==> config.mk <==
export PLATFORM = sky130hd
export DESIGN_NAME = matrix_row_scanner
export DESIGN_NICKNAME = d
export VERILOG_FILES = /design/src/rtl/matrix_row_scanner.sv
export SDC_FILE = /design/constraint.sdc
export NUM_CORES = 1
export LEC_CHECK = 0
export CAP_MARGIN = 20
export CORE_UTILIZATION = 30
export DETAILED_ROUTE_END_ITERATION = 16
export GPL_TIMING_DRIVEN = 0
export MAX_ROUTING_LAYER = met4
export PLACE_DENSITY = 0.56
export SLEW_MARGIN = 25
export SYNTH_ARGS = -nofsm -noshare
export SYNTH_HDL_FRONTEND = slang
export SYNTH_SLANG_ARGS = --single-unit
==> constraint.sdc <==
create_clock -name clk -period 1.73 [get_ports clk]
set_input_delay 0.2595 -clock clk [delete_from_list [all_inputs] [get_ports clk]]
set_output_delay 0.2595 -clock clk [all_outputs]
set_load 0.01 [all_outputs]
==> src/rtl/matrix_row_scanner.sv <==
// matrix_row_scanner: consumer side of the LED-matrix row-data interface.
// Presents a row index on `count`, captures the returned column pattern and
// drives one lit row at a time with per-row dwell and inter-row blanking,
// frame after frame.
//
// Ports:
//   clk, rst_n   - clock (rising edge), asynchronous active-low reset
//   enable       - scan run; low forces IDLE on the next edge
//   count        - registered row index presented to the pattern source
//   row_data     - column pattern for `count`, valid one cycle after it changes
//   row_sel      - registered one-hot row drive
//   col_out      - registered column drive for the lit row
//   frame_done   - one-cycle pulse on the wrap from the last row to row 0
//
// Optional build macro MATRIX_SCAN_DBUF_EN: adds a shadow frame buffer that
// is filled by a LOAD sweep at each frame start, so a frame is tear-free.
module matrix_row_scanner #(
    parameter int unsigned ROWS   = 16,
    parameter int unsigned COLS   = 16,
    parameter int unsigned ADDR_W = 4,
    parameter int unsigned DWELL  = 1000,
    parameter int unsigned BLANK  = 4
) (
    input  logic              clk,
    input  logic              rst_n,
    input  logic              enable,
    output logic [ADDR_W-1:0] count,
    input  logic [COLS-1:0]   row_data,
    output logic [ROWS-1:0]   row_sel,
    output logic [COLS-1:0]   col_out,
    output logic              frame_done
);

    localparam int unsigned TMR_MAX = (DWELL > BLANK) ? DWELL : BLANK;
    localparam int unsigned TMR_W   = $clog2(TMR_MAX + 1);
    localparam logic [TMR_W-1:0]  DWELL_LAST = TMR_W'(DWELL - 1);
    localparam logic [TMR_W-1:0]  BLANK_LAST = TMR_W'((BLANK == 0) ? 0 : BLANK - 1);
    localparam logic [ADDR_W-1:0] LAST_ROW   = ADDR_W'(ROWS - 1);

    typedef enum logic [2:0] {
        ST_IDLE,
        ST_FETCH,
        ST_CAPTURE,
        ST_SHOW,
        ST_BLANK
`ifdef MATRIX_SCAN_DBUF_EN
        , ST_LOAD
`endif
    } state_t;

    state_t             state, state_nxt;
    logic [ADDR_W-1:0]  row_idx, row_idx_nxt;
    logic [ADDR_W-1:0]  count_nxt;
    logic [TMR_W-1:0]   tmr, tmr_nxt;
    logic [ROWS-1:0]    row_sel_nxt;
    logic [COLS-1:0]    col_out_nxt;
    logic               frame_done_nxt;
    logic               row_end;
    logic [COLS-1:0]    cap_src;

`ifdef MATRIX_SCAN_DBUF_EN
    localparam int unsigned LD_W = $clog2(ROWS + 1);

    logic [COLS-1:0]    fbuf [ROWS];
    logic [LD_W-1:0]    load_idx, load_idx_nxt;
    logic               buf_we;
    logic [ADDR_W-1:0]  buf_waddr;

    assign cap_src = fbuf[row_idx];

    // Shadow frame buffer; contents are don't-care until the first LOAD.
    always_ff @(posedge clk) begin
        if (buf_we) begin
            fbuf[buf_waddr] <= row_data;
        end
    end
`else
    assign cap_src = row_data;
`endif

    // State and registered outputs.
    always_ff @(posedge clk or negedge rst_n) begin
        if (!rst_n) begin
            state      <= ST_IDLE;
            row_idx    <= '0;
            count      <= '0;
            tmr        <= '0;
            row_sel    <= '0;
            col_out    <= '0;
            frame_done <= 1'b0;
`ifdef MATRIX_SCAN_DBUF_EN
            load_idx   <= '0;
`endif
        end else begin
            state      <= state_nxt;
            row_idx    <= row_idx_nxt;
            count      <= count_nxt;
            tmr        <= tmr_nxt;
            row_sel    <= row_sel_nxt;
            col_out    <= col_out_nxt;
            frame_done <= frame_done_nxt;
`ifdef MATRIX_SCAN_DBUF_EN
            load_idx   <= load_idx_nxt;
`endif
        end
    end

    // Next state and next registered output values.
    always_comb begin
        state_nxt      = state;
        row_idx_nxt    = row_idx;
        count_nxt      = count;
        tmr_nxt        = tmr;
        row_sel_nxt    = '0;
        col_out_nxt    = '0;
        frame_done_nxt = 1'b0;
        row_end        = 1'b0;
`ifdef MATRIX_SCAN_DBUF_EN
        load_idx_nxt   = load_idx;
        buf_we         = 1'b0;
        buf_waddr      = '0;
`endif

        if (!enable) begin
            state_nxt   = ST_IDLE;
            row_idx_nxt = '0;
            count_nxt   = '0;
            tmr_nxt     = '0;
        end else begin
            case (state)
                ST_IDLE: begin
                    row_idx_nxt = '0;
                    count_nxt   = '0;
                    tmr_nxt     = '0;
`ifdef MATRIX_SCAN_DBUF_EN
                    load_idx_nxt = '0;
                    state_nxt    = ST_LOAD;
`else
                    state_nxt    = ST_FETCH;
`endif
                end
`ifdef MATRIX_SCAN_DBUF_EN
                // Sweep count; row_data for index k arrives one cycle later,
                // so the write address trails the sweep by one.
                ST_LOAD: begin
                    buf_we       = (load_idx != '0);
                    buf_waddr    = ADDR_W'(load_idx - LD_W'(1));
                    load_idx_nxt = load_idx + LD_W'(1);
                    if (load_idx < LD_W'(ROWS - 1)) begin
                        count_nxt = ADDR_W'(load_idx + LD_W'(1));
                    end
                    if (load_idx == LD_W'(ROWS)) begin
                        state_nxt = ST_FETCH;
                        count_nxt = row_idx;
                    end
                end
`endif
                ST_FETCH: begin
                    state_nxt = ST_CAPTURE;
                end
                ST_CAPTURE: begin
                    row_sel_nxt = ROWS'(1) << row_idx;
                    col_out_nxt = cap_src;
                    tmr_nxt     = '0;
                    state_nxt   = ST_SHOW;
                end
                ST_SHOW: begin
                    row_sel_nxt = row_sel;
                    col_out_nxt = col_out;
                    tmr_nxt     = tmr + TMR_W'(1);
                    if (tmr == DWELL_LAST) begin
                        row_sel_nxt = '0;
                        col_out_nxt = '0;
                        tmr_nxt     = '0;
                        if (BLANK == 0) begin
                            row_end = 1'b1;
                        end else begin
                            state_nxt = ST_BLANK;
                        end
                    end
                end
                ST_BLANK: begin
                    tmr_nxt = tmr + TMR_W'(1);
                    if (tmr == BLANK_LAST) begin
                        tmr_nxt = '0;
                        row_end = 1'b1;
                    end
                end
                default: begin
                    state_nxt = ST_IDLE;
                end
            endcase

            // Row advance with frame wrap.
            if (row_end) begin
                state_nxt = ST_FETCH;
                if (row_idx == LAST_ROW) begin
                    row_idx_nxt    = '0;
                    frame_done_nxt = 1'b1;
`ifdef MATRIX_SCAN_DBUF_EN
                    load_idx_nxt   = '0;
                    state_nxt      = ST_LOAD;
`endif
                end else begin
                    row_idx_nxt = row_idx + ADDR_W'(1);
                end
                count_nxt = row_idx_nxt;
            end
        end
    end

endmodule

# After elaboration in Yosys (flattened, before gate mapping)
# Cells that the tools add are included.
# totals
output_inout_bits	37
word_cells	47
register_bits	50
input_bits	19
# classes
add_sub_neg	2
n_shift	1
reduce_logical	3
muxes	23
n_eq_ne	12
# op_table
op	count
16-bit one-hot mux with 2 select lines	2
16-bit 2-to-1 mux	3
10-bit 2-to-1 mux	3
10-bit one-hot mux with 3 select lines	1
4-bit 2-to-1 mux	4
1-bit by 4-bit left shift with 16-bit output, first input constant	1
3-bit one-hot mux with 5 select lines	1
10-bit by 1-bit adder with 10-bit output, second input constant	1
10-bit == test, second input constant	1
10-bit by 2-bit == test with 1-bit output, second input constant	1
3-bit 2-to-1 mux	3
3-bit by 2-bit == test with 1-bit output, second input constant	2
1-bit 2-to-1 mux	6
3-bit != test, second input constant	2
4-bit by 1-bit adder with 4-bit output, second input constant	1
4-bit == test, second input constant	1
4-bit by 2-bit != test with 1-bit output, second input constant	1
4-bit != test, second input constant	1
3-bit by 1-bit == test with 1-bit output, second input constant	1
3-bit == test, second input constant	1
3-bit logical NOT	1
3-bit by 1-bit != test with 1-bit output, second input constant	1
2-bit AND reduction	1
2-bit OR reduction	1

# Longest topological paths before layout
# Gate-level depths: netlist of the first run.
# logic_depth
ltp_word	6
ltp_mapped	7
depth_no_buf	5

# Worst setup path before layout of the first run
# Ideal clock, no wire load.
# synth_path
path_type	flip-flop to flip-flop
from	register tmr[0]
to	register col_out[10]
arrival_ps	1551
path_buffers	2
setup_ps	121
slack_ps	58
required_ps	1609
path_stages_with_launch	8
path_cell_list	dfrtp_1 ha_1 and4bb_4 a31oi_4 and2_4 buf_6 buf_6 a22o_1
# synth_between
elab_chain_cells	2
# synth_rtl
element	line	text
start, declared	54	logic [TMR_W-1:0] tmr, tmr_nxt;
start signal, assigned	98	tmr <= tmr_nxt;
10-bit == test	171	if (tmr == DWELL_LAST) begin
3-bit != test (no source line)	--	
end signal, assigned	100	col_out <= col_out_nxt;
end, declared	30	output logic [COLS-1:0] col_out,
# No other way between the ends.
# A chain may end at the register's enable or synchronous reset.

# Worst setup path in the final report of the first run
# layout_path
from	register tmr[0]
to	register tmr[2]
# layout_between
elab_chain_cells	4
elab_cells_between_ends	7
classes_between	add/sub (1); eq/ne (2); mux (4)
# layout_rtl
element	line	text
10-bit by 1-bit adder with 10-bit output (tied with other cells)	170, 183	
10-bit 2-to-1 mux, on equally long branches	184, 171	
10-bit one-hot mux with 3 select lines *	130	case (state)
10-bit 2-to-1 mux *	124	if (!enable) begin
# Mark *: on every way between the ends. The rest lies on a longest branch, timed or not.

==> summary.txt, run 1 <==
worst endpoint required time: 1.93 ns
Hold Vio Cnt, Final: 0
WL final: 5640 um
number of diodes: 0
Synth Warn #: 0
placed cell areas: 0.00305 mm2
min-delay worst type: input port to asynchronous set/reset pin
Clk Latency, worst-skew pair: 0.31 ns
Starting Density: 30.9%
Worst path slowest cell: dfrtp_1
Worst-Margin Slew: 0.644 ns
Clock transition at path regs: 0.10 ns
Syn-to-layout area delta: 45.8%
Synth top area share: 52.6%
Detailed Route Iter0 Violations: 72
antenna-violating nets left: 0
nets@finish: 310
f_max: 586 MHz
most frequent cell after synthesis: dfrtp_1
pwr/cell area: 654 mW/mm2
CTS tree: done
CTS max path bufs: 2
root buffer cell: clkbuf_8
CP Max Fanout: 5
Post-route DRC: 0
Leakage Power: 1.43 nW
Cells after DPL: 360
post-layout min period: 1.71 ns
maximum VDD drop: 0.283 mV
post-synthesis cell count: 203
Power Total: 0.00227 W
FF+latch count, synth: 50
worst rel slew slack: 57.1%
DRT Pass-1 Iters: 4
post-synth net total: 229
Fin Hold WS: 0.486 ns
CP Class: flip-flop to flip-flop
Post-synth top cells: 50 x dfrtp_1, 26 x a22o_1, 14 x nand2_1
CP peak stage delay: 0.43 ns
IO Pins: 56
Setup Skew: 0.00643 ns
initial antenna violation count: 0
Tot GR Track Use: 14.3%
final instance area: 0.00347 mm2
I/O Buffers: 55
mapped cell area: 0.00238 mm2
status: finished clean
Post-Layout Cell Count: 387
Synth area leaders: dfrtp_1 53%, a22o_1 9.6%, ha_1 3.7%
crit-path cells: ha_4 -> and4bb_4 -> buf_6 -> nand4_1 -> buf_4 -> nand3_4 -> o41ai_2
TritonCTS Buffers: 5
post-synth top area cell: dfrtp_1
RD Place Congestion: 0.805
grt ovf: 0
global-route wire length before repair: 9320 um
DR vias: 1,959
die area: 0.00828 mm2
# rows: 32
dpl hpwl: 3680 um
Chip Width: 91.0 um
fin. max-slew vios: 0
Die H: 91.0 um
mean number of vias per cell: 5.06
RSZ-0062 raised after global routing: yes
Final Cycle Share: 98.6%
proportion of layout cells with a drive suffix above 1: 22.8%
Syn Area/Cell: 11.7 um2
Maximum Capacitance Violations: 0
Core Region: 0.00769 mm2
Post-synth EDFFs: 0
main flop type after synthesis: dfrtp_1
# setup viols final: 0
sequential share of the synthesized area: 52.6%
Post-synth ARST share: 100%
Routed WL per cell: 14.6 um
CP endpoint kind: flip-flop
type of origin of the critical path: flip-flop
H-tree depth: 2
Cell variety after synth: 48
Crit path arrival time: 1.91 ns
vias in the first global route: 1,907
largest net degree at the start of global routing: 51
Sink Count: 50
==> worst paths after layout <==
check / start / end / slack [ns] / depth (start not counted)
setup / recovery: tmr[0] / tmr[2] / 0.02 / 7
hold / removal: rst_n / frame_done / 0.49 / 2
setup reg to reg: tmr[0] / tmr[2] / 0.02 / 7
hold reg to reg: row_sel[13] / row_sel[13] / 0.50 / 1
max in group asynchronous: rst_n / tmr[2] / 0.77 / 2
min in group clk: row_sel[13] / row_sel[13] / 0.50 / 1
==> per-stage QoR <==
step | utilization, % | worst slack, ns | TNS, ns
after global routing | 45.1 | -0.0738 | -0.181
after CTS | 42.4 | -0.0187 | -0.0255
final | 45.1 | 0.0243 | 0
after detailed placement | 39.7 | -0.466 | -8.41
after floorplan | - | 0.0578 | 0
after global placement | 39.7 | -1.23 | -69.81
==> cell type report <==
| cell class | count | area, um2 |
|---|---|---|
| Multi-Input combinational cell | 134 | 1120 |
| Buffer | 9 | 83.8 |
| Clock buffer | 6 | 82.6 |
| Sequential cell | 50 | 1260 |
| Clock inverter | 2 | 17.5 |
| Timing Repair Buffer | 77 | 752 |
| Fill cell | 734 | 4220 |
| Inverter | 7 | 26.3 |
| Tap cell | 102 | 128 |
==> state kept, by name, indices dropped and copies added, names as in the netlist <==
register and count:
row_idx 4, row_sel 16, col_out 16, state 3, tmr 10, frame_done 1
==> critical path: cells and delay by family (launching register included) <==
| kind | cells | cell delay (ns) |
|---|---|---|
| buffers and inverters | 2 | 0.25 |
| AOI/OAI and AO/OA | 1 | 0.33 |
| DFF | 1 | 0.43 |
| adders and majority gates | 1 | 0.19 |
| and+or+nand+nor | 3 | 0.40 |
==> what timing repair did <==
| action | CTS | global route |
|---|---|---|
| hold endpoints to repair | 3 | 0 |
| hold buffers | 1 | 0 |
| pin swaps | 4 | 9 |
| gates cloned | 0 | 1 |
| gates resized for setup | 7 | 37 |
| endpoints found under the setup margin | 44 | 45 |
| buffers inserted | 8 | 12 |
==> layout by cell type (no fill, tap or decap), types with 2 or more instances in the layout <==
cell / synthesis / layout
o311ai_0: 2 / 2
nand2_1: 14 / 13
ha_1: 7 / 6
a22o_1: 26 / 26
buf_4: 1 / 18
nor2b_2: 0 / 2
clkinv_4: 0 / 2
nand3_1: 7 / 6
o2bb2ai_1: 2 / 2
a32o_1: 7 / 7
a41oi_1: 3 / 2
dfrtp_2: 0 / 4
o211ai_1: 2 / 2
inv_1: 7 / 7
clkbuf_8: 0 / 6
nor3_1: 5 / 4
o21ai_1: 0 / 3
nand4_1: 6 / 6
buf_6: 4 / 9
and4_2: 1 / 2
and2_1: 3 / 3
o21a_1: 2 / 2
dfrtp_1: 50 / 46
nor2_1: 9 / 9
clkdlybuf4s50_1: 0 / 54
o21ai_0: 8 / 5
xnor2_1: 3 / 3
==> power breakdown <==
group | internal [W] | total, W | switching (W)
Sequential | 0.00119 | 0.00121 | 0.0000182
Combinational | 0.000164 | 0.000308 | 0.000145
Clock | 0.000330 | 0.000748 | 0.000418
==> layer usage <==
metal | wire length (um) | vias up | track usage (%) | part of all wire [%]
met1 | 2720 | 972 | 19.1 | 48
met2 | 2640 | 41 | 22.0 | 47
met4 | 56 | 0 | 3.97 | 0.99
li1 | - | 941 | - | -
met5 | 0 | - | - | 0
met3 | 231 | 5 | 2.93 | 4.1
==> cell families after synthesis <==
kind of cell / count (synthesis) / share of synthesized area [%]
simple gates: 60 / 14.5
fa+ha+maj: 7 / 3.68
compound gates: 62 / 22.6
xor+xnor: 4 / 1.47
mux: 1 / 0.474
flops: 50 / 52.6
buf+inv: 19 / 4.63
Note: power is estimated with default switching activity, not from simulation.
==> run 2, diff against run 1 <==
--- a/config.mk
+++ b/config.mk
@@ -6,8 +6,10 @@
 export NUM_CORES = 1
 export LEC_CHECK = 0
 export CAP_MARGIN = 20
+export CORE_MARGIN = 3
 export CORE_UTILIZATION = 30
 export DETAILED_ROUTE_END_ITERATION = 16
+export GPL_ROUTABILITY_DRIVEN = 0
 export GPL_TIMING_DRIVEN = 0
 export MAX_ROUTING_LAYER = met4
 export PLACE_DENSITY = 0.56
==> summary.txt, run 2 (synthesis results as in run 1) <==
status: finished clean
CTS tree: done
TritonCTS Buffers: 5 (unchanged)
CP Capture Point: count[3]
Worst path slowest cell: clkdlybuf4s50_1
grt ovf: 0 (unchanged)
Final Cycle Share: 95.2% (-3.4 points)
worst r2r dst: row_idx[1]
Core Region: 0.00749 mm2 (-2.6%)
Post-route DRC: 0 (unchanged)
delay-heaviest family, CP: buffers and inverters
Worst-Margin Slew: 0.627 ns (-0.0166 ns)
dpl hpwl: 3910 um (+6.1%)
multi-input logic area: 0.00108 mm2 (-3.2%)
Syn-to-layout area delta: 41.6%
global-route wire length before repair: 9440 um (+1.3%)
largest net degree at the start of global routing: 51 (unchanged)
commonest cells after routing, fill and taps aside: 54 x clkdlybuf4s50_1, 48 x dfrtp_1, 26 x a22o_1
min-delay worst type: flip-flop to flip-flop
Clock transition at path regs: 0.09 ns (about the same)
Setup WS post-layout: 0.0831 ns (+0.0588 ns)
most common cell after layout, fill and taps aside: clkdlybuf4s50_1
type of origin of the critical path: flip-flop
Worst R2R Path Depth: 6 (-1)
f_max: 607 MHz (+3.6%)
pwr/cell area: 681 mW/mm2 (+4.1%)
storage element area: 0.00125 mm2 (-0.20%)
mean number of vias per cell: 5.09 (+0.60%)
Power Total: 0.00229 W (+1.1%)
fin. max-slew vios: 0 (unchanged)
Leakage Power: 1.40 nW (-2.2%)
Cells after DPL: 357 (-0.83%)
initial antenna violation count: 0 (unchanged)
die area: 0.00903 mm2 (+9.0%)
worst rel slew slack: 58.2% (+1.1 points)
Hold Vio Cnt, Final: 0 (unchanged)
Clk Latency, worst-skew pair: 0.30 ns (about the same)
critical path depth: 1 (-6)
DRT Pass-1 Iters: 4 (unchanged)
WL final: 5680 um (+0.67%)
DR vias: 1,925 (-1.7%)
maximum VDD drop: 0.428 mV (+51%)
FILL cells: 723 (-1.5%)
IO Pins: 56 (unchanged)
Tot GR Track Use: 13.6% (-0.68 points)
worst endpoint required time: 1.47 ns (-0.46 ns)
CTS max path bufs: 2 (unchanged)
Setup Skew: 0.00541 ns (-0.00102 ns)
proportion of layout cells with a drive suffix above 1: 19.0% (-3.8 points)
Die H: 95.0 um (+4.4%)
Final Util: 45.0% (-0.12 points)
Worst Path Buf+Inv: 1 (-1)
Starting Density: 31.8% (+0.83 points)
# rows: 31 (-3.1%)
Chip Width: 95.0 um (+4.4%)
reg2reg setup slack: 0.08 ns (+0.06 ns)
hold path cells: 1
vias in the first global route: 1,893 (-0.73%)
CP Max Fanout: 7 (+2)
Place WS: -0.452 ns (+0.0136 ns)
Sink Count: 50 (unchanged)
nets@finish: 304 (-1.9%)
CP Class: flip-flop to primary output
r2r startpoint: tmr[0]
I/O Buffers: 55 (unchanged)
number of diodes: 0 (unchanged)
Routed WL per cell: 15.0 um (+3.1%)
Crit path arrival time: 1.39 ns (-0.52 ns)
CP peak stage delay: 0.60 ns (+0.17 ns)
Maximum Capacitance Violations: 0 (unchanged)
H-tree depth: 2 (unchanged)
crit-path cells: clkdlybuf4s50_1
root buffer cell: clkbuf_8
post-layout min period: 1.65 ns (-0.0588 ns)
# setup viols final: 0 (unchanged)
worst setup path start: row_idx[3]
antenna-violating nets left: 0 (unchanged)
Post-Layout Cell Count: 378 (-2.3%)
CP endpoint kind: primary output
RSZ-0062 raised after global routing: yes
biggest regs: col_out (16), row_sel (16), tmr (10)
Detailed Route Iter0 Violations: 78 (+8.3%)
[run 2: cell types whose count changed in the layout (fill, tap and decap cells not counted), moves of 2 or more]
cell / before / now
buf_2: 0 / 3
buf_4: 18 / 13
buf_6: 9 / 3
clkinv_4: 2 / 0
dfrtp_1: 46 / 48
dfrtp_2: 4 / 2
o21ai_0: 5 / 7
o21ai_1: 3 / 1
[run 2: power breakdown]
group	leakage (nW)	switching (W)	internal [W]	total (W)
Combinational	0.661	0.000142	0.000140	0.000281
Clock	0.0514	0.000377	0.000432	0.000809
Sequential	0.690	0.0000108	0.00119	0.00120
[run 2: worst min path at each step]
stage / from / to / slack [ns]
CTS: row_sel[12] / row_sel[12] / 0.50
global route: row_sel[14] / row_sel[14] / 0.52
floorplan: rst_n / col_out[0] / -0.04
global placement: row_sel[14] / row_sel[14] / 0.48
detailed placement: rst_n / col_out[15] / 0.33
finish: row_sel[12] / row_sel[12] / 0.50
[run 2: per-layer routing]
| layer | vias up | track usage [%] | wire, um |
|---|---|---|---|
| met4 | 0 | 3.25 | 54 |
| met3 | 6 | 3.24 | 336 |
| li1 | 916 | - | - |
| met2 | 55 | 21.1 | 2580 |
| met1 | 948 | 18.1 | 2710 |
| met5 | - | - | 0 |
[run 2: layout make-up]
cell class,count,area share [%]
buffer,10,2.38
clock inverter,2,1.11
clock buffer,6,2.16
timing repair buffer,70,20.4
sequential,50,37.2
tap,99,3.68
multi-input combinational,134,32.2
inverter,7,0.780
[run 2: repair_timing]
item	in CTS	in global routing
resized for setup	6	20
endpoints found under the setup margin	46	43
pin swaps	4	14
hold endpoints to repair	23	0
cloned	0	1
buffers inserted	10	3
hold buffers	1	0
[run 2: through the flow]
| step | setup TNS, ns | cell area (um2) | hold WS (ns) |
|---|---|---|---|
| 2_1_floorplan | 0 | 2380 | -0.0361 |
| 3_3_place_gp | -64.84 | 3050 | 0.478 |
| 3_5_place_dp | -8.71 | 3050 | 0.332 |
| 4_1_cts | 0 | 3270 | 0.504 |
| 5_1_grt | -0.0817 | 3370 | 0.521 |
| 6_report | 0 | 3370 | 0.497 |
==> run 3, diff against run 2 <==
==> constraint.sdc (replaced) <==
create_clock -name clk -period 1.4 [get_ports clk]
set_input_delay 0.21 -clock clk [delete_from_list [all_inputs] [get_ports clk]]
set_output_delay 0.21 -clock clk [all_outputs]
set_load 0.01 [all_outputs]
==> summary.txt, run 3 (synthesis results as in run 1) <==
status: complete, but fails checks
failing checks: negative setup slack
Worst-Margin Slew: 0.626 ns (-0.00140 ns)
crit-path cells: ha_4 -> nor4b_4 -> a41oi_4 -> o31a_1 -> a32o_1
most common cell after layout, fill and taps aside: dfrtp_1
worst endpoint required time: 1.60 ns (+0.13 ns)
fin. max-slew vios: 0 (unchanged)
dpl hpwl: 3890 um (-0.42%)
Worst path slowest cell: dfrtp_1
commonest cells after routing, fill and taps aside: 44 x dfrtp_1, 35 x dlygate4sd2_1, 26 x a22o_1
Syn-to-layout area delta: 47.2%
Power Total: 0.00272 W (+19%)
Leakage Power: 1.67 nW (+19%)
number of diodes: 0 (unchanged)
Die H: 95.0 um (unchanged)
Maximum Capacitance Violations: 0 (unchanged)
CTS tree: done
CP Max Fanout: 7 (unchanged)
Tot GR Track Use: 13.7% (+0.093 points)
maximum VDD drop: 0.412 mV (-3.7%)
Setup WS post-layout: -0.303 ns (-0.386 ns)
RSZ-0062 raised after global routing: yes
global-route wire length before repair: 9660 um (+2.3%)
IO Pins: 56 (unchanged)
type of origin of the critical path: flip-flop
# rows: 31 (unchanged)
grt ovf: 0 (unchanged)
Final Cycle Share: 122%
DR vias: 2,001 (+3.9%)
I/O Buffers: 55 (unchanged)
CP peak stage delay: 0.41 ns (-0.19 ns)
proportion of layout cells with a drive suffix above 1: 27.5% (+8.5 points)
Place WS: -0.727 ns (-0.275 ns)
Setup Skew: 0.00537 ns (-0.0000374 ns)
Clock transition at path regs: 0.10 ns (about the same)
Clk Latency, worst-skew pair: 0.30 ns (about the same)
biggest regs: col_out (16), row_sel (16), tmr (10)
Routed WL per cell: 15.5 um (+2.9%)
r2r startpoint: tmr[1]
root buffer cell: clkbuf_8
Crit path arrival time: 1.90 ns (+0.51 ns)
Hold Vio Cnt, Final: 0 (unchanged)
CP Class: flip-flop to flip-flop
vias in the first global route: 1,911 (+0.95%)
H-tree depth: 2 (unchanged)
min-delay worst type: input port to asynchronous set/reset pin
TritonCTS Buffers: 5 (unchanged)
DRT Pass-1 Iters: 5 (+1)
f_max: 587 MHz
Sink Count: 50 (unchanged)
Detailed Route Iter0 Violations: 64 (-18%)
Chip Width: 95.0 um (unchanged)
worst setup path start: tmr[1]
Core Region: 0.00749 mm2 (unchanged)
WL final: 6030 um (+6.2%)
delay-heaviest family, CP: compound AO/OA/AOI/OAI gates
Starting Density: 31.8% (unchanged)
CTS max path bufs: 2 (unchanged)
# setup viols final: 48 (+48)
pwr/cell area: 777 mW/mm2 (+14%)
die area: 0.00903 mm2 (unchanged)
Worst Path Buf+Inv: 0 (-1)
largest net degree at the start of global routing: 51 (unchanged)
initial antenna violation count: 0 (unchanged)
nets@finish: 316 (+3.9%)
Final Util: 46.7% (+1.8 points)
worst rel slew slack: 58.3% (+0.093 points)
CP endpoint kind: flip-flop
mean number of vias per cell: 5.13 (+0.75%)
post-layout min period: 1.70 ns
antenna-violating nets left: 0 (unchanged)
Post-route DRC: 0 (unchanged)
## run 3: cell count changes in the layout (fill, tap and decap cells not counted), moves of 5 or more
| cell | previous run | this run |
|---|---|---|
| clkdlybuf4s50_1 | 54 | 17 |
| dlygate4sd2_1 | 0 | 35 |
| buf_4 | 13 | 23 |
| buf_6 | 3 | 8 |
| o21ai_2 | 0 | 5 |
## run 3: metal layers
metal	track usage, %	wire length, um	share of wire [%]	vias up
li1	-	-	-	954
met1	19.2	2820	47	988
met2	20.4	2810	47	57
met3	3.24	387	6.4	2
met4	2.52	17	0.28	0
met5	-	0	0	-
## run 3: layout make-up
class / count / area, um2
fill: 732 / 3990
sequential: 50 / 1260
multi-input combinational: 134 / 1150
timing repair buffer: 83 / 768
tap: 99 / 124
buffer: 9 / 80.1
clock buffer: 5 / 68.8
inverter: 7 / 26.3
clock inverter: 3 / 21.3
## run 3: timing repair
item / CTS / global route
setup buffers: 16 / 8
hold endpoints to repair: 50 / 0
gates cloned: 2 / 1
pin swaps: 17 / 10
resized for setup: 71 / 14
endpoints found under the setup margin: 86 / 51
hold buffers: 1 / 0
## run 3: per-stage QoR
step | TNS [ns] | area (um2) | hold WS (ns) | instances
after detailed placement | -20.83 | 3060 | 0.288 | 357
after global routing | -14.82 | 3500 | 0.498 | 390
after floorplan | -8.67 | 2390 | -0.0856 | 203
final | -11.72 | 3500 | 0.470 | 390
after global placement | -93.46 | 3060 | 0.481 | 357
after CTS | -11.00 | 3360 | 0.498 | 381
## run 3: report_power, final
part           leakage (nW)  total [W]  internal [W]  switching [W]
clock                0.0441   0.000859      0.000352       0.000507
sequential            0.684    0.00149       0.00147      0.0000186
combinational         0.945   0.000369      0.000185       0.000183
## run 3: path summary, 6_finish.rpt
check                         endpoint  slack (ns)  cells after the start
max                         row_idx[1]       -0.30                      5
min                         row_sel[4]        0.47                      2
max reg2reg                 row_idx[1]       -0.30                      5
min reg2reg                row_sel[12]        0.50                      1
max in group asynchronous       tmr[4]        0.48                      2
min in group clk           row_sel[12]        0.50                      1
